$ cat src/rtl/key_counter_bank.sv
// -----------------------------------------------------------------------------
// key_counter_bank
//
// A bank of N_CH independent up/down counters. Each counter is driven by its
// own pair of raw, active-low keys (increment and decrement). Every key goes
// through a 2-flop synchroniser, then a debouncer, then a press detector. The
// counters either wrap modulo MAX_VALUE+1 or saturate at 0 / MAX_VALUE.
//
// Parameters:
//   N_CH            number of channels
//   WIDTH           bits per counter
//   MAX_VALUE       highest count value (1 .. 2**WIDTH-1)
//   DEBOUNCE_CYCLES consecutive stable cycles needed to accept a key change (>= 1)
//   SATURATE        0 = wrap-around, 1 = saturate at the limits
//
// Ports:
//   clk    clock
//   reset  synchronous, active-high reset
//   inc_n  raw increment keys, active-low, bit i -> channel i
//   dec_n  raw decrement keys, active-low, bit i -> channel i
//   clear  synchronous clear of all counters, active-high
//   cnt    counter values, channel i at cnt[i*WIDTH +: WIDTH]
//   wrap   one-cycle pulse when channel i wraps in either direction
// -----------------------------------------------------------------------------
module key_counter_bank #(
    parameter int N_CH            = 4,
    parameter int WIDTH           = 4,
    parameter int MAX_VALUE       = 2**WIDTH - 1,
    parameter int DEBOUNCE_CYCLES = 4,
    parameter int SATURATE        = 0
) (
    input  logic                    clk,
    input  logic                    reset,
    input  logic [N_CH-1:0]         inc_n,
    input  logic [N_CH-1:0]         dec_n,
    input  logic                    clear,
    output logic [N_CH*WIDTH-1:0]   cnt,
    output logic [N_CH-1:0]         wrap
);

    // The debounce counter only has to reach DEBOUNCE_CYCLES-1.
    localparam int DC_W = (DEBOUNCE_CYCLES > 1) ? $clog2(DEBOUNCE_CYCLES) : 1;
    localparam logic [DC_W-1:0]  DC_LAST   = DC_W'(DEBOUNCE_CYCLES - 1);
    localparam logic [WIDTH-1:0] MAX_CNT   = WIDTH'(MAX_VALUE);
    localparam bit               WRAP_MODE = (SATURATE == 0);
    localparam int               N_KEY     = 2 * N_CH;

    // Keys 0..N_CH-1 are the increment keys, N_CH..2*N_CH-1 the decrement keys.
    logic [N_KEY-1:0] key_raw;
    logic [N_KEY-1:0] press;

    assign key_raw = {dec_n, inc_n};

    // -------------------------------------------------------------------------
    // Per-key conditioning: synchroniser, debouncer, press detector
    // -------------------------------------------------------------------------
    for (genvar gi = 0; gi < N_KEY; gi++) begin : g_key
        logic            s1_q;
        logic            s2_q;
        logic            db_q;
        logic            db_d;
        logic [DC_W-1:0] dc_q;
        logic [DC_W-1:0] dc_d;
        logic            press_q;
        logic            press_d;

        always_comb begin
            db_d = db_q;
            dc_d = dc_q;
            if (s2_q == db_q) begin
                // Input agrees with the accepted state: any partial count
                // from a bounce is thrown away.
                dc_d = '0;
            end else if (dc_q == DC_LAST) begin
                db_d = s2_q;
                dc_d = '0;
            end else begin
                dc_d = dc_q + DC_W'(1);
            end
            // Press is the accepted 1->0 transition. It is taken from the
            // next-state value so that the event is registered in the same
            // edge that updates db, keeping latency at 3+DEBOUNCE_CYCLES.
            press_d = db_q & ~db_d;
        end

        always_ff @(posedge clk) begin
            if (reset) begin
                s1_q    <= 1'b1;
                s2_q    <= 1'b1;
                db_q    <= 1'b1;
                dc_q    <= '0;
                press_q <= 1'b0;
            end else begin
                s1_q    <= key_raw[gi];
                s2_q    <= s1_q;
                db_q    <= db_d;
                dc_q    <= dc_d;
                press_q <= press_d;
            end
        end

        assign press[gi] = press_q;
    end

    // -------------------------------------------------------------------------
    // Per-channel counters
    // -------------------------------------------------------------------------
    for (genvar gi = 0; gi < N_CH; gi++) begin : g_ch
        logic [WIDTH-1:0] cnt_q;
        logic [WIDTH-1:0] cnt_d;
        logic             wrap_q;
        logic             wrap_d;
        logic             inc_ev;
        logic             dec_ev;

        assign inc_ev = press[gi];
        assign dec_ev = press[N_CH + gi];

        always_comb begin
            cnt_d  = cnt_q;
            wrap_d = 1'b0;
            if (clear) begin
                cnt_d = '0;
            end else if (inc_ev && dec_ev) begin
                // Opposing presses in the same cycle cancel out.
                cnt_d = cnt_q;
            end else if (inc_ev) begin
                if (cnt_q < MAX_CNT) begin
                    cnt_d = cnt_q + WIDTH'(1);
                end else if (WRAP_MODE) begin
                    cnt_d  = '0;
                    wrap_d = 1'b1;
                end
            end else if (dec_ev) begin
                if (cnt_q > '0) begin
                    cnt_d = cnt_q - WIDTH'(1);
                end else if (WRAP_MODE) begin
                    cnt_d  = MAX_CNT;
                    wrap_d = 1'b1;
                end
            end
        end

        always_ff @(posedge clk) begin
            if (reset) begin
                cnt_q  <= '0;
                wrap_q <= 1'b0;
            end else begin
                cnt_q  <= cnt_d;
                wrap_q <= wrap_d;
            end
        end

        assign cnt[gi*WIDTH +: WIDTH] = cnt_q;
        assign wrap[gi]               = wrap_q;
    end

endmodule

$ cat config.mk
export PLATFORM = sky130hd
export DESIGN_NAME = key_counter_bank
export DESIGN_NICKNAME = d
export VERILOG_FILES = /design/src/rtl/key_counter_bank.sv
export SDC_FILE = /design/constraint.sdc
export NUM_CORES = 1
export LEC_CHECK = 0
export CAP_MARGIN = 20
export CORE_ASPECT_RATIO = 1.1
export CORE_MARGIN = 2
export CORE_UTILIZATION = 30
export DETAILED_ROUTE_END_ITERATION = 16
export PLACE_DENSITY = 0.53
export SLEW_MARGIN = 20
export SYNTH_ARGS = -nofsm -noshare
export SYNTH_HDL_FRONTEND = slang
export SYNTH_SLANG_ARGS = --single-unit
$ cat constraint.sdc
create_clock -name clk -period 1.64 [get_ports clk]
set_clock_uncertainty 0.2 [all_clocks]
set_input_delay 0.41 -clock clk [delete_from_list [all_inputs] [get_ports clk]]
set_output_delay 0.41 -clock clk [all_outputs]
set_load 0.005 [all_outputs]
* Word level (Yosys, flattened, before mapping)
Cells that the tools add are included.
** Cells by class
- Add/sub/neg operators :: 16
- Bitwise logic cells :: 20
- Reductions and logical operators :: 25
- Muxes and demuxes :: 48
- Order comparisons :: 8
- Eq/ne operators :: 16
** Operator list (count)
- 4-bit 2-to-1 mux :: 16
- 3-bit OR reduction :: 12
- 1-bit 2-to-1 mux :: 32
- 2-bit by 1-bit adder with 2-bit output, second input constant :: 8
- 4-bit by 1-bit adder with 4-bit output, second input constant :: 4
- 2-bit equality test, second input constant :: 8
- 4-bit by 1-bit greater-than comparator with 1-bit output, second input constant :: 4
- 4-bit less-than comparator, second input constant :: 4
- 4-bit by 1-bit subtractor with 4-bit output, second input constant :: 4
- 1-bit inverter :: 12
- 1-bit AND :: 8
- 1-bit equality test :: 8
- 2-bit AND reduction :: 4
- 2-bit nonzero test :: 4
- 1-bit logical AND :: 4
- 2-bit OR reduction :: 1
** Word-level totals
- Register bits :: 68
- Word-level logic and storage cells :: 181
- Output and inout port bits :: 20
- Bits of input ports :: 11

* Logic depth before layout (Yosys ltp)
Gate-level depths: netlist of run 1.
- Depth after elaboration :: 5
- Depth in mapped cells :: 6
- Mapped depth without buffers :: 6

* Least setup slack after synthesis of run 1
Ideal clock, no wire load.
- Path kind :: reg-to-reg
- From :: register g_ch[0].cnt_q[0]
- To :: register g_ch[0].wrap_q
- Required time :: 1.361 ns
- Library setup time :: 0.079 ns
- Buffers on the path :: 0
- Path slack :: -0.176 ns
- Data arrival time :: 1.536 ns
- Period minus slack after synthesis :: 1.816 ns
- Cell stages (with the launch flop) :: 6
- Cell sequence :: dfxtp_1 > inv_1 > ha_1 > or3b_1 > or3b_1 > a211oi_2
** Between the ends
- Longest elaborated chain between the ends :: 4
- Elaborated cells on any way between the ends :: 6
- Classes of those cells :: order compare (2); mux (4)
** Ends and longest elaborated chain
- start, declared :: line 109 : logic [WIDTH-1:0] cnt_q;
- start signal, assigned :: line 149 : cnt_q <= cnt_d;
- 4-bit by 1-bit greater-than comparator with 1-bit output :: line 135 : if (cnt_q > '0) begin
- 1-bit 2-to-1 mux :: line 135
- 1-bit 2-to-1 mux :: line 134 : end else if (dec_ev) begin
- 1-bit 2-to-1 mux * :: line 127 : end else if (inc_ev) begin
- end signal, assigned :: line 150 : wrap_q <= wrap_d;
- end, declared :: line 111 : logic wrap_q;
Mark *: on every way between the ends. The rest lies on a longest branch, timed or not.
A chain may end at the register's enable or synchronous reset.

* Final worst setup path of run 1
Same ends and word-level chain as after synthesis.

==> results of run 1 <==
==> power breakdown <==
part	internal (mW)	leakage, nW	switching (mW)
registers	1.67	0.562	0.0103
clock network	0.688	0.0959	0.589
logic	0.0513	1.06	0.0357
==> worst paths after layout <==
| check | from | to | slack [ns] | cells past startpoint |
|---|---|---|---|---|
| max | g_ch[0].cnt_q[0] | g_ch[0].wrap_q | -0.08 | 5 |
| min | g_key[2].s1_q | g_key[2].s2_q | 0.21 | 1 |
| max reg2reg | g_ch[0].cnt_q[0] | g_ch[0].wrap_q | -0.08 | 5 |
| min reg2reg | g_key[2].s1_q | g_key[2].s2_q | 0.21 | 1 |
==> repair_timing <==
item	4_1_cts	5_1_grt
gates resized for setup	54	26
setup buffers	12	7
setup endpoints to repair	24	16
pin swaps	3	10
endpoints found under the hold margin	0	0
==> layer usage <==
metal	wire [um]	global-route usage (%)
met5	0	0
met4	128	5.835
met3	184	3.616
met2	2382	17.16
met1	2535	13.31
==> synthesized netlist by cell type (all sizes together), types with 4 or more instances <==
cell / number
dfxtp: 68
nor2: 44
inv: 28
ha: 20
or2: 17
xnor2: 15
nand2: 14
o21ai: 11
o211ai: 10
or3: 8
a31oi: 6
buf: 6
nor3: 6
nand3: 5
a21o: 4
a21oi: 4
clkbuf: 4
mux2: 4
mux2i: 4
xor2: 4
==> layout make-up <==
type,count,share of cell area [%]
Timing Repair Buffer,67,14.51
Sequential cell,68,36.29
Clock buffer,10,3.334
Multi-Input combinational cell,196,37.63
Tap cell,117,3.825
Inverter,28,3.008
Clock inverter,5,1.406
==> stage by stage <==
step	util (%)	power, mW
6_report	41.13	3.045
5_1_grt	41.13	3.198
4_1_cts	39.99	3.107
3_5_place_dp	36.71	1.811
3_3_place_gp	36.71	1.809
2_1_floorplan	-	1.765
==> logic make-up (layout without fill, tap and decap cells) <==
kind of cell / count (synthesis) / after routing / synth area share, %
simple gates: 105 / 105 / 18.31
buf+inv: 38 / 110 / 5.854
compound gates: 44 / 44 / 10.30
flops: 68 / 68 / 47.89
xor+xnor: 19 / 19 / 5.854
mux: 8 / 8 / 2.993
fa+ha+maj: 20 / 20 / 8.803
==> flip-flops by register name, summed over array words and instances (netlist names) <==
register,flops
g_ch.cnt_q,16
g_key.dc_q,16
g_key.db_q,8
g_key.s1_q,8
g_key.s2_q,8
g_ch.dec_ev,4
g_ch.inc_ev,4
g_ch.wrap_q,4
==> summary.md, run 1 <==
| Metric | Value |
|---|---|
| Cells after Synth | 302 |
| Hold Vio Cnt, Final | 0 |
| Hold buffers post-CTS | 0 |
| Worst EP required | 1.70 ns |
| Final nets | 401 |
| Final min period | 1.725 ns |
| Quantity of I/O buffers inserted on ports | 30 |
| Synth warn | 0 |
| Vias in the first global route | 1991 |
| Final Max Slew Viols | 0 |
| Reg area | 1389 um^2 |
| Worst Hold Class | register to register |
| Slew @ Worst Pin | 0.3901 ns |
| Crit path launch type | register |
| Root Driver | clkbuf_8 |
| CTS tree | built |
| Synthesized flop and latch total | 68 |
| Total grt overflow | 0 |
| Clock slew at reported path FFs | 0.07 ns |
| Fmax | 579.7 MHz |
| Row count | 37 |
| ANT cells | 0 |
| Largest net degree at the start of global routing | 23 |
| Yosys top cell by area | dfxtp_1 |
| Relative slew slack | 73.99% |
| Violations in the final reports | negative setup slack |
| Synth Area per Inst | 9.413 um^2 |
| Dominant synthesized flop cell | dfxtp_1 |
| Synthesis-to-layout area growth | 34.64% |
| DRC | 0 |
| Yosys cell types | 34 |
| Commonest cells after routing, fill and taps aside | dfxtp_1, nor2_1, buf_4 |
| Die height | 106.1 um |
| First-pass GRT wire length | 8.949 mm |
| DP HPWL | 3.506 mm |
| Initial antenna violation count | 0 |
| Average routed wire per standard cell | 10.65 um |
| Setup WS post-layout | -0.08498 ns |
| Commonest non-fill, non-tap cell in the layout | dfxtp_1 |
| Via count | 2152 |
| Crit share post-route | 105.2% |
| Power per standard cell area | 795.6 nW/um^2 |
| EDFF count, synth | 0 |
| Final Cell Area | 3827 um^2 |
| Dpl cells | 460 |
| Io pins | 31 |
| WL final | 5.230 mm |
| Maximum root-to-sink buffer count | 2 |
| Max FO, Critical Path | 2 |
| CTS buffer count | 9 |
| Fill cells | 902 |
| Full die area | 10270 um^2 |
| Setup crit end kind | register |
| Synth async-reset ratio | 0% |
| Finished Layout Cells | 491 |
| Htree depth | 3 |
| Synth Net Count | 333 |
| Post-synth top area share | 47.89% |
| DP Worst Slack | -0.2473 ns |
| Critical Path Max Stage Delay | 0.37 ns |
| Bufs and invs on worst path | 1 |
| Placer congestion estimate | 0.7932 |
| Critical Path Slowest Stage Cell | or3b_4 |
| Ranking of synthesized cells by area | dfxtp_1, ha_1, nor2_1, xnor2_1, or2_2 |
| Remaining antenna violation count | 0 |
| Router iterations before antenna repair | 4 |
| Share of the yosys chip area belonging to registers | 47.89% |
| Layout cells sized above 1 | 31.82% |
| Mapped Area | 2843 um^2 |
| Die width | 96.82 um |
| Post-DP Area | 3416 um^2 |
| Unrepaired setup endpoints after global routing | true |
| Status | finished with violations |
| First-iteration detailed-routing DRC count | 71 |
| Crit path max-delay family | simple AND/OR/NAND/NOR gates |
| WHS | 0.2059 ns |
| Fin Setup TNS | -0.09752 ns |
| Worst-Skew Late Latency | 0.33 ns |
| GRT Overall Usage | 10.94% |
| Max VDD drop | 0.4612 mV |
| Initial cell density of the core | 30.55% |
| Max-cap violations | 0 |
| # setup viols final | 2 |
| Core box area | 9305 um^2 |
| Worst EP arrival | 1.79 ns |
| CP cell instances | inv_4 > ha_4 > or3b_4 > or3b_1 > a211oi_2 |
| P_leak | 1.713 nW |
| Footprint of the multi-input gates | 1440 um^2 |
| WS Path Type | register to register |
| DR vias/cell | 4.383 |
| Clock sink count | 68 |
Note: power is estimated with default switching activity, not from simulation.
==> inputs of run 2 (changes only) <==
- GPL_TIMING_DRIVEN: default -> 0
==> summary.md, run 2 (same netlist as run 1, synthesis figures left out) <==
| Metric | Value |
|---|---|
| Largest net degree at the start of global routing | 12 |
| Worst EP required | 1.70 ns |
| First-pass GRT wire length | 8.983 mm |
| Max FO, Critical Path | 5 |
| Vias in the first global route | 2025 |
| R2R Setup Slk | -0.14 ns |
| Crit share post-route | 108.7% |
| DP Worst Slack | -1.045 ns |
| Setup WS post-layout | -0.1432 ns |
| Crit path launch type | register |
| Total grt overflow | 0 |
| Router iterations before antenna repair | 4 |
| CP dominant cell by count | or3b_4 |
| ANT cells | 0 |
| Setup crit end kind | register |
| Synthesis-to-layout area growth | 32.31% |
| CP cell instances | inv_4 > ha_4 > or3b_4 > or3b_4 > a211oi_2 |
| Hold buffers post-CTS | 0 |
| Slew @ Worst Pin | 0.3089 ns |
| Worst Hold Class | register to register |
| Bufs and invs on worst path | 1 |
| Maximum root-to-sink buffer count | 2 |
| Violations in the final reports | negative setup slack |
| Average routed wire per standard cell | 11.01 um |
| Status | finished with violations |
| Quantity of I/O buffers inserted on ports | 30 |
| Power Internal | 2.588 mW |
| P_leak | 1.633 nW |
| Htree depth | 3 |
| DR vias/cell | 4.460 |
| Net Sw Power | 644.7 uW |
| Hold Vio Cnt, Final | 0 |
| DP HPWL | 3.449 mm |
| WS Path Type | register to register |
| Final Max Slew Viols | 0 |
| Final nets | 385 |
| Clock slew at reported path FFs | 0.08 ns |
| Clock sink count | 68 |
| Critical Path Slowest Stage Cell | or3b_4 |
| Gate power share | 2.7% |
| Io pins | 31 |
| Layout cells sized above 1 | 29.25% |
| Power per standard cell area | 859.6 nW/um^2 |
| Final min period | 1.783 ns |
| Row count | 37 |
| Max-cap violations | 0 |
| Initial antenna violation count | 0 |
| Die width | 96.82 um |
| GRT Overall Usage | 10.93% |
| Full die area | 10270 um^2 |
| Die height | 106.1 um |
| Critical Path Max Stage Delay | 0.40 ns |
| Relative slew slack | 79.41% |
| Commonest cells after routing, fill and taps aside | dfxtp_1, nor2_1, inv_1 |
| Worst-Skew Late Latency | 0.33 ns |
| CTS tree | built |
| Clock Power Share | 45.9% |
| Max VDD drop | 0.4410 mV |
| Dpl cells | 449 |
| Core box area | 9305 um^2 |
| Fin Setup TNS | -0.1539 ns |
| Fmax | 560.8 MHz |
| Root Driver | clkbuf_8 |
| Unrepaired setup endpoints after global routing | true |
| CTS buffer count | 9 |
| # setup viols final | 2 |
| Switching part of the total | 19.94% |
| Post-DP Area | 3319 um^2 |
| Commonest non-fill, non-tap cell in the layout | dfxtp_1 |
| Final Cell Area | 3761 um^2 |
| Placer congestion estimate | 0.7892 |
| Initial cell density of the core | 30.55% |
| DRC | 0 |
| Via count | 2123 |
| Top Registers | g_ch.cnt_q x16, g_key.dc_q x16 |
| Seq pwr share | 51.4% |
| Remaining antenna violation count | 0 |
| First-iteration detailed-routing DRC count | 79 |
| WL final | 5.241 mm |
| Worst EP arrival | 1.84 ns |
| Finished Layout Cells | 476 |
| Crit path max-delay family | simple AND/OR/NAND/NOR gates |
## run 2: worst register-to-register path, delay by kind of cell, from the launching register on
| kind | cells | cell delay (ns) |
|---|---|---|
| AND/OR/NAND/NOR | 2 | 0.77 |
| flip-flops | 1 | 0.37 |
| AO/OA/AOI/OAI | 1 | 0.18 |
| adder cells (fa/ha/maj) | 1 | 0.12 |
| buffers and inverters | 1 | 0.06 |
## run 2: per-layer routing
metal	part of all wire [%]	GRT usage (%)
met1	47	12.75
met2	49	18.15
met3	2.8	2.893
met4	1.6	6.237
met5	0	0
## run 2: per-stage QoR
step / utilization [%] / power, mW / hold WS, ns
final: 40.42 / 3.233 / 0.2102
after global routing: 40.42 / 3.378 / 0.2208
after CTS: 39.90 / 3.291 / 0.2112
after detailed placement: 35.67 / 1.810 / 0.1932
after global placement: 35.67 / 1.808 / 0.1915
after floorplan: - / 1.765 / 0.1895
## run 2: cell type report
class,count,area (um^2)
well taps,117,146.4
clock buffers,11,141.4
repair buffers,42,364.1
inverters,28,121.4
multi-input cells,196,1429
flip-flops and latches,68,1421
clock inverters,5,75.07
plain buffers,9,62.56
fillers,941,5544
## run 2: repair_timing
action                                  CTS  global route
pin swaps                                12            11
endpoints found under the setup margin   74            26
gates cloned                              0             0
buffers inserted                         19             3
resized for setup                        71            27
## run 2: power by group through the flow
| stage | Clock, mW | Combinational, mW | Sequential, mW |
|---|---|---|---|
| after global placement | 0 | 0.0870 | 1.72 |
| final | 1.49 | 0.0875 | 1.66 |
| after global routing | 1.62 | 0.0995 | 1.66 |
| after CTS | 1.54 | 0.0900 | 1.66 |
| after detailed placement | 0 | 0.0888 | 1.72 |
| after floorplan | 0 | 0.0453 | 1.72 |
## run 2: path summary, 6_finish.rpt
check,end,cells past startpoint,start
worst max-delay path,g_ch[0].wrap_q,5,g_ch[0].cnt_q[0]
worst min-delay path,g_key[4].s2_q,1,g_key[4].s1_q
worst max register to register,g_ch[0].wrap_q,5,g_ch[0].cnt_q[0]
worst min register to register,g_key[4].s2_q,1,g_key[4].s1_q
